**config.mk**
```make
export PLATFORM = sky130hd
export DESIGN_NAME = program_loader_flat
export DESIGN_NICKNAME = d
export VERILOG_FILES = /design/src/rtl/program_loader_if.sv /design/src/rtl/program_loader.sv /design/src/flat_wrapper.sv
export SDC_FILE = /design/constraint.sdc
export NUM_CORES = 1
export LEC_CHECK = 0
export CAP_MARGIN = 5
export CORE_ASPECT_RATIO = 1.4
export CORE_MARGIN = 2
export CORE_UTILIZATION = 50
export CTS_BUF_LIST = sky130_fd_sc_hd__clkbuf_8
export DETAILED_ROUTE_END_ITERATION = 10
export PLACE_DENSITY = 0.76
export SLEW_MARGIN = 25
export SYNTH_ARGS = -nofsm -noshare
export SYNTH_HDL_FRONTEND = slang
export SYNTH_SLANG_ARGS = --single-unit
```
**constraint.sdc**
```tcl
create_clock -name clk -period 2.7 [get_ports clk]
set_input_delay 0.54 -clock clk [delete_from_list [all_inputs] [get_ports clk]]
set_output_delay 0.54 -clock clk [all_outputs]
set_load 0.005 [all_outputs]
```
**src/rtl/program_loader_if.sv**
```systemverilog
// Byte-stream ingress and program-memory write bus shared by the loader and its host/memory side.
// The loader uses the slave view: it consumes the byte stream and drives the memory write bus.
interface program_loader_if #(
    parameter int ADDR_WIDTH = 10
);
    logic [7:0]            rx_data;
    logic                  rx_valid;
    logic                  rx_ready;
    logic                  mem_we;
    logic [ADDR_WIDTH-1:0] mem_addr;
    logic [15:0]           mem_wdata;

    modport slave (
        input  rx_data, rx_valid,
        output rx_ready, mem_we, mem_addr, mem_wdata
    );

    modport master (
        output rx_data, rx_valid,
        input  rx_ready, mem_we, mem_addr, mem_wdata
    );
endinterface

```
**src/rtl/program_loader.sv**
```systemverilog
// Length-prefixed byte-stream loader: writes 16-bit words into program memory while holding
// the processor in reset, then releases it after a short settling delay.
module program_loader #(
    parameter int ADDR_WIDTH     = 10,
    parameter int RELEASE_CYCLES = 2
) (
    input  logic                   clk,
    input  logic                   reset,
    program_loader_if.slave        bus,
    input  logic                   reload,
    output logic                   cpu_reset,
    output logic                   load_done,
    output logic                   load_error,
    output logic [2:0]             current_state_output,
    output logic [15:0]            word_count_output
);
    localparam logic [16:0] DEPTH    = 17'd1 << ADDR_WIDTH;
    localparam logic [3:0]  REL_INIT = 4'(RELEASE_CYCLES);

    typedef enum logic [2:0] {
        S_LEN_LO  = 3'd0,
        S_LEN_HI  = 3'd1,
        S_DATA_LO = 3'd2,
        S_DATA_HI = 3'd3,
        S_RELEASE = 3'd4,
        S_RUN     = 3'd5,
        S_ERROR   = 3'd6
    } state_t;

    state_t                state_r, state_s;
    logic [7:0]            len_lo_r, len_lo_s;
    logic [15:0]           word_count_r, word_count_s;
    logic [ADDR_WIDTH-1:0] index_r, index_s;
    logic [7:0]            lo_byte_r, lo_byte_s;
    logic [3:0]            rel_cnt_r, rel_cnt_s;
    logic                  mem_we_r, mem_we_s;
    logic [ADDR_WIDTH-1:0] mem_addr_r, mem_addr_s;
    logic [15:0]           mem_wdata_r, mem_wdata_s;
    logic                  cpu_reset_r, cpu_reset_s;
    logic                  load_done_r, load_done_s;
    logic                  load_error_r, load_error_s;
    logic                  xfer_s;
    logic [15:0]           len_s;
    logic                  last_word_s;

    assign bus.rx_ready = (state_r == S_LEN_LO) || (state_r == S_LEN_HI) ||
                          (state_r == S_DATA_LO) || (state_r == S_DATA_HI);
    assign xfer_s       = bus.rx_valid && bus.rx_ready;
    assign len_s        = {bus.rx_data, len_lo_r};
    // Compare in 17 bits so an index of DEPTH-1 cannot wrap before the match.
    assign last_word_s  = ((17'(index_r) + 17'd1) == {1'b0, word_count_r});

    assign bus.mem_we           = mem_we_r;
    assign bus.mem_addr         = mem_addr_r;
    assign bus.mem_wdata        = mem_wdata_r;
    assign cpu_reset            = cpu_reset_r;
    assign load_done            = load_done_r;
    assign load_error           = load_error_r;
    assign current_state_output = state_r;
    assign word_count_output    = word_count_r;

    // Next-state and next-output logic for the load sequencer.
    always_comb begin
        state_s      = state_r;
        len_lo_s     = len_lo_r;
        word_count_s = word_count_r;
        index_s      = index_r;
        lo_byte_s    = lo_byte_r;
        rel_cnt_s    = rel_cnt_r;
        mem_we_s     = 1'b0;
        mem_addr_s   = mem_addr_r;
        mem_wdata_s  = mem_wdata_r;
        cpu_reset_s  = cpu_reset_r;
        load_done_s  = load_done_r;
        load_error_s = load_error_r;
        case (state_r)
            S_LEN_LO: begin
                if (xfer_s) begin
                    len_lo_s = bus.rx_data;
                    state_s  = S_LEN_HI;
                end else begin
                    state_s  = S_LEN_LO;
                end
            end
            S_LEN_HI: begin
                if (xfer_s) begin
                    word_count_s = len_s;
                    index_s      = '0;
                    if (len_s == 16'd0) begin
                        state_s   = S_RELEASE;
                        rel_cnt_s = REL_INIT;
                    end else if ({1'b0, len_s} > DEPTH) begin
                        state_s      = S_ERROR;
                        load_error_s = 1'b1;
                    end else begin
                        state_s = S_DATA_LO;
                    end
                end else begin
                    state_s = S_LEN_HI;
                end
            end
            S_DATA_LO: begin
                if (xfer_s) begin
                    lo_byte_s = bus.rx_data;
                    state_s   = S_DATA_HI;
                end else begin
                    state_s   = S_DATA_LO;
                end
            end
            S_DATA_HI: begin
                if (xfer_s) begin
                    mem_we_s    = 1'b1;
                    mem_addr_s  = index_r;
                    mem_wdata_s = {bus.rx_data, lo_byte_r};
                    index_s     = index_r + ADDR_WIDTH'(1);
                    if (last_word_s) begin
                        state_s   = S_RELEASE;
                        rel_cnt_s = REL_INIT;
                    end else begin
                        state_s   = S_DATA_LO;
                    end
                end else begin
                    state_s = S_DATA_HI;
                end
            end
            S_RELEASE: begin
                // The transition fires as the count reaches zero, giving exactly REL_INIT cycles.
                rel_cnt_s = rel_cnt_r - 4'd1;
                if (rel_cnt_r <= 4'd1) begin
                    state_s     = S_RUN;
                    cpu_reset_s = 1'b0;
                    load_done_s = 1'b1;
                end else begin
                    state_s     = S_RELEASE;
                end
            end
            S_RUN: begin
                if (reload) begin
                    state_s     = S_LEN_LO;
                    cpu_reset_s = 1'b1;
                    load_done_s = 1'b0;
                    index_s     = '0;
                end else begin
                    state_s     = S_RUN;
                end
            end
            S_ERROR: begin
                state_s      = S_ERROR;
                load_error_s = 1'b1;
                cpu_reset_s  = 1'b1;
            end
            default: begin
                state_s      = S_ERROR;
                load_error_s = 1'b1;
                cpu_reset_s  = 1'b1;
                load_done_s  = 1'b0;
            end
        endcase
    end

    // State and registered-output update with synchronous reset.
    always_ff @(posedge clk) begin
        if (reset) begin
            state_r      <= S_LEN_LO;
            len_lo_r     <= 8'd0;
            word_count_r <= 16'd0;
            index_r      <= '0;
            lo_byte_r    <= 8'd0;
            rel_cnt_r    <= 4'd0;
            mem_we_r     <= 1'b0;
            mem_addr_r   <= '0;
            mem_wdata_r  <= 16'd0;
            cpu_reset_r  <= 1'b1;
            load_done_r  <= 1'b0;
            load_error_r <= 1'b0;
        end else begin
            state_r      <= state_s;
            len_lo_r     <= len_lo_s;
            word_count_r <= word_count_s;
            index_r      <= index_s;
            lo_byte_r    <= lo_byte_s;
            rel_cnt_r    <= rel_cnt_s;
            mem_we_r     <= mem_we_s;
            mem_addr_r   <= mem_addr_s;
            mem_wdata_r  <= mem_wdata_s;
            cpu_reset_r  <= cpu_reset_s;
            load_done_r  <= load_done_s;
            load_error_r <= load_error_s;
        end
    end
endmodule

```
**src/flat_wrapper.sv**
```systemverilog
// flat-port wrapper written by rule: the top's interface ports become plain ports
module program_loader_flat 
#(
    parameter int ADDR_WIDTH     = 10,
    parameter int RELEASE_CYCLES = 2
)
  (clk, reset, reload, cpu_reset, load_done, load_error, current_state_output, word_count_output, bus_rx_data, bus_rx_valid, bus_rx_ready, bus_mem_we, bus_mem_addr, bus_mem_wdata);
  program_loader_if #(.ADDR_WIDTH(ADDR_WIDTH)) bus_i ();
  input  logic clk;
  input  logic reset;
  input  logic reload;
  output logic cpu_reset;
  output logic load_done;
  output logic load_error;
  output logic [2:0] current_state_output;
  output logic [15:0] word_count_output;
  input wire logic [$bits(bus_i.rx_data)-1:0] bus_rx_data;
  input wire logic [$bits(bus_i.rx_valid)-1:0] bus_rx_valid;
  output wire logic [$bits(bus_i.rx_ready)-1:0] bus_rx_ready;
  output wire logic [$bits(bus_i.mem_we)-1:0] bus_mem_we;
  output wire logic [$bits(bus_i.mem_addr)-1:0] bus_mem_addr;
  output wire logic [$bits(bus_i.mem_wdata)-1:0] bus_mem_wdata;
  assign bus_i.rx_data = bus_rx_data;
  assign bus_i.rx_valid = bus_rx_valid;
  assign bus_rx_ready = bus_i.rx_ready;
  assign bus_mem_we = bus_i.mem_we;
  assign bus_mem_addr = bus_i.mem_addr;
  assign bus_mem_wdata = bus_i.mem_wdata;
  program_loader #(.ADDR_WIDTH(ADDR_WIDTH), .RELEASE_CYCLES(RELEASE_CYCLES)) u_core (.clk(clk), .reset(reset), .bus(bus_i), .reload(reload), .cpu_reset(cpu_reset), .load_done(load_done), .load_error(load_error), .current_state_output(current_state_output), .word_count_output(word_count_output));
endmodule
```
### Yosys cells after proc, flatten, opt, wreduce, memory -nomap -nowiden

Cells that the tools add are included.

* memories: 0
* latch bits: 0
* bits in read-only memories: 0
* RAM bits: 0
* flip-flop bits (word level): 79
* output and inout port bits: 50

* multiply operators: 0
* bitwise gates (word level): 4
* shift operators: 0
* mux-type cells: 30
* $lt $le $gt $ge: 2
* add/subtract/negate cells: 3
* divide/modulo/power cells: 0
* eq/ne operators: 15
* reduce and logical (&&, ||, !) cells: 21

Operators by type and width (count)
* two-way mux 10 bit: 3
* case mux 10 bit (3 select lines): 1
* two-way mux 3 bit: 6
* case mux 3 bit (6 select lines): 1
* equality test 17 x 16 -> 1 bit: 1
* > comparator 16 x 11 -> 1 bit (second input constant): 1
* logical NOT 16 bit: 1
* two-way mux 4 bit: 4
* case mux 4 bit (3 select lines): 1
* adder 10 x 1 -> 11 bit (second input constant): 1
* two-way mux 1 bit: 11
* adder 10 x 1 -> 10 bit (second input constant): 1
* OR reduction 5 bit: 2
* equality test 3 bit (second input constant): 3
* inequality test 2 x 1 -> 1 bit (second input constant): 4
* inequality test 2 bit (second input constant): 4
* AND reduction 2 bit: 4
* AND reduction 4 bit: 2
* equality test 3 x 2 -> 1 bit (second input constant): 2
* case mux 1 bit (3 select lines): 2
* AND reduction 3 bit: 2
* nonzero test 3 bit: 2
* AND reduction 5 bit: 1
* <= comparator 4 x 1 -> 1 bit (second input constant): 1
* 9 further kinds: 14

### Depth between registers and ports, before layout

* depth after elaboration: 7
* gate-level depth with buffers: 8

### Worst setup path before layout

OpenSTA, ideal clock, no wires.

* kind: reg2reg
* start: register u_core.index_r[0]
* end: register u_core.state_r[1], in the netlist u_core.current_state_output[1]
* library setup time: 116 ps
* data required time: 2584 ps
* setup slack: 414 ps
* data arrival time: 2170 ps
* stages on the path, launching flop included: 9
* clock period less this slack: 2286 ps
* path buffers: 1
* cells stage by stage: dfxtp_1 -> ha_1 -> buf_4 -> nand3_2 -> o31a_2 -> nor3_2 -> nand4b_4 -> or4b_4 -> o211a_1

* cells in the longest elaborated chain, start to end: 5

Ends and longest elaborated chain
* from (decl): line program_loader.sv:33 `logic [ADDR_WIDTH-1:0] index_r, index_s;`
* from (signal assigned): line program_loader.sv:180 `index_r <= index_s;`
* adder 10 x 1 -> 11 bit: line program_loader.sv:51 `assign last_word_s = ((17'(index_r) + 17'd1) == {1'b0, word_count_r});`
* equality test 17 x 16 -> 1 bit: line program_loader.sv:51
* two-way mux 3 bit: line program_loader.sv:116 `if (last_word_s) begin`
* two-way mux 3 bit: line program_loader.sv:111 `if (xfer_s) begin`
* case mux 3 bit (6 select lines): line program_loader.sv:76 `case (state_r)`
* to (signal assigned): line program_loader.sv:177 `state_r <= state_s;`
* to (decl): line program_loader.sv:30 `state_t state_r, state_s;`

Every way passes these cells.
A chain may end at the register's enable or synchronous reset.

### Worst setup path after layout

* start: register u_core.index_r[1]
* end: register u_core.state_r[1], in the netlist u_core.current_state_output[1]

Same word-level chain as after synthesis.

==> flow_summary_export.csv <==
group,metric,value,unit
run,cap_violations,0,
drt,drt_iter0_markers,192,
global_routing,first_global_vias,3111,
hold_path,min_path_cells,2,
finish,syn_to_final_growth,23.4,%
logic_synthesis,synth_flop_cell,"dfxtp_1",
clocking,cts_max_path_buffers,2,
logic_synthesis,synth_enable_flop_cells,0,
critical_path,path_cells,"ha_1, nand3_2, o31a_2, nor3_2, nand4b_4, or4b_4, o211a_1",
clocking,cts_buffers,9,
placed_design,port_buffers,61,
drt,ant_nets,0,
critical_path,cp.required,2950,ps
critical_path,slowest_delay,510,ps
timing,fin_ws,250,ps
logic_synthesis,synthArstFlopShare,0,%
drt,firstDrtPassIters,4,
floorplanning,die-area,7810,sq um
critical_path,worstPathArrival,2700,ps
timing,rsz0062_at_grt,"no",
power,p_total,2310,uW
clocking,clkTransAtPathRegs,80,ps
timing,worst_pin_slew,667,ps
critical_path,r2r-end,"u_core.current_state_output[1]$_SDFF_PP0_",
drt,viasPerCell,5.42,
critical_path,reg2reg_slack,250,ps
drt,vias,3203,
timing,report.final.setup_viol,0,
finish,nNetsFinal,506,
logic_synthesis,synth.distinct_cells,62,
placed_design,hpwl,6660,microns
placed_design,preCtsSetupSlack,16.2,ps
clocking,cts_root_buf,"clkbuf_8",
global_routing,grt_max_degree,68,
drt,drc,0,
placed_design,gp_congestion,0.845,
power,p_per_area,526,nW/um^2
logic_synthesis,synthTopCellsByCount,"nand2_1 (112), dfxtp_1 (79), a21oi_1 (58)",
global_routing,antenna_found_initial,0,
critical_path,worstSetupPathType,"reg2reg",
power,power.leakage,0.00157,uW
timing,fmaxAchievable,408,MHz
floorplanning,die_x,75.3,microns
timing,finClkSkew,4.84,ps
floorplanning,num_rows,36,
logic_synthesis,netlist_area,3560,sq um
timing,slew_violations,0,
global_routing,grt_overflow_total,0,
clocking,cts_sinks,79,
floorplanning,io_pins,62,
timing,hold_viol,0,
clocking,clk_latency,360,ps
logic_synthesis,synthDominantCellAreaShare,44.5,%
logic_synthesis,synthMostInstantiatedCell,"nand2_1",
critical_path,crit_slowest_cell,"or4b_4",
outcome,status,"complete, no violations",
critical_path,r2r_start,"u_core.index_r[1]$_SDFFE_PP0P_",
critical_path,r2r_cells,7,
clocking,cts_tree,"done",
hold_path,whs_endpoint,"u_core.bus.mem_wdata[14]$_SDFFE_PP0P_",
logic_synthesis,syn_inst,430,
clocking,cts_resized,0,
logic_synthesis,syn_avg_cell_area,8.27,sq um
power,ir_worst_vdd,450,uV
critical_path,path_max_fanout,7,
logic_synthesis,ys_seq_area_share,44.5,%
logic_synthesis,ys_warn_count,0,
finish,drive_above_1_share,10.1,%
logic_synthesis,synth_nets,445,
logic_synthesis,synth_top_area_cell,"dfxtp_1",
global_routing,grt_usage,25.1,%
drt,wl,9120,microns
clocking,ctsHoldBuffers,0,
global_routing,grt_pass1_wl,15000,microns
floorplanning,start_util,51.3,%
hold_path,hold_start,"u_core.bus.mem_wdata[14]$_SDFFE_PP0P_",
finish,diodes,0,
timing,fin_crit_sh,90.7,%
clocking,cts.htree.levels,3,
hold_path,min_path_type,"reg2reg",
floorplanning,coreArea,6940,sq um
logic_synthesis,ys_seq_elements,79,
timing,relSlewSlack,55.6,%
floorplanning,die_h,104,microns
timing,min_period,2450,ps
drt,routedWlPerCell,15.4,microns
critical_path,end_kind,"flop",
critical_path,crit_path_start_kind,"flop",
timing,fin_tns_setup,0,ps
logic_synthesis,yosys-top-cells-area,"dfxtp_1 (44%), nand2_1 (12%), a21oi_1 (8.2%)",
clocking,cts_setup_buffers,0,
==> layout by cell type, fill, tap and decap left out, drive strengths merged, types with 4 or more instances in the layout <==
cell type / Yosys / final
nand2: 112 / 112
inv: 7 / 10
o41ai: 4 / 4
o21ai: 15 / 15
a31oi: 6 / 6
dfxtp: 79 / 79
nand4: 5 / 5
nor4: 6 / 6
xnor2: 8 / 8
clkdlybuf4s50: 0 / 60
nand3: 7 / 7
mux2i: 8 / 8
nor2: 27 / 27
a21oi: 58 / 58
nor3: 7 / 7
buf: 11 / 20
clkbuf: 19 / 9
xor2: 9 / 9
==> final cells by class <==
class / instances / area [sq um]
multi-input cells: 314 / 1760
inverters: 7 / 26.3
well taps: 95 / 119
clock buffers: 9 / 124
clock inverters: 7 / 33.8
fillers: 641 / 2550
flip-flops and latches: 79 / 1580
repair buffers: 80 / 748
==> routing by layer <==
metal	GRT usage, %	part of all wire (%)	up-vias
met4	10.7	2.9	0
met5	0	0	-
met3	6.91	4.8	16
met2	40.4	52	73
li1	-	-	1592
met1	30.5	41	1522
==> state kept, by name, summed over array words and instances (netlist names), 3 cells and up <==
| register | count |
|---|---|
| u_core.bus.mem_addr | 10 |
| u_core.bus.mem_wdata | 16 |
| u_core.current_state_output | 3 |
| u_core.index_r | 10 |
| u_core.len_lo_r | 8 |
| u_core.lo_byte_r | 8 |
| u_core.rel_cnt_r | 4 |
| u_core.word_count_output | 16 |
==> per-stage QoR <==
stage	util, %	area (sq um)	hold WS (ps)	std cells
final	63.3	4390	456	591
after global routing	63.3	4390	478	591
after CTS	63.3	4390	461	591
after detailed placement	61.0	4230	448	575
after global placement	61.0	4230	445	575
after floorplan	-	3560	431	430
==> worst max-delay path: cells and delay by family, from the launching register on <==
kind | cells | cell delay [ps]
simple gates | 4 | 1060
flops | 1 | 430
compound gates | 2 | 510
fa+ha+maj | 1 | 330
==> cell families after synthesis <==
family          Yosys count  share of synthesized area [%]
flops                    79                           44.5
compound gates          102                           17.2
mux                       9                           2.57
xor+xnor                 17                           4.19
simple gates            183                           24.4
fa+ha+maj                 3                           1.06
buf+inv                  37                           6.12
==> report_power, final <==
part | switching [uW] | internal (uW) | total [uW]
clock | 419 | 319 | 738
combinational | 169 | 144 | 314
sequential | 48.3 | 1210 | 1260
==> worst max-delay path by stage <==
stage | start | end | depth (start not counted)
after floorplan | u_core.index_r[0]$_SDFFE_PP0P_ | u_core.current_state_output[1]$_SDFF_PP0_ | 8
after global placement | bus_rx_data[0] | u_core.rel_cnt_r[3]$_SDFFE_PP0P_ | 7
after detailed placement | bus_rx_data[0] | u_core.rel_cnt_r[3]$_SDFFE_PP0P_ | 7
after CTS | u_core.index_r[1]$_SDFFE_PP0P_ | u_core.current_state_output[1]$_SDFF_PP0_ | 7
after global routing | u_core.index_r[1]$_SDFFE_PP0P_ | u_core.rel_cnt_r[2]$_SDFFE_PP0P_ | 7
final | u_core.index_r[1]$_SDFFE_PP0P_ | u_core.current_state_output[1]$_SDFF_PP0_ | 7
Note: power is estimated with default switching activity, not from simulation.
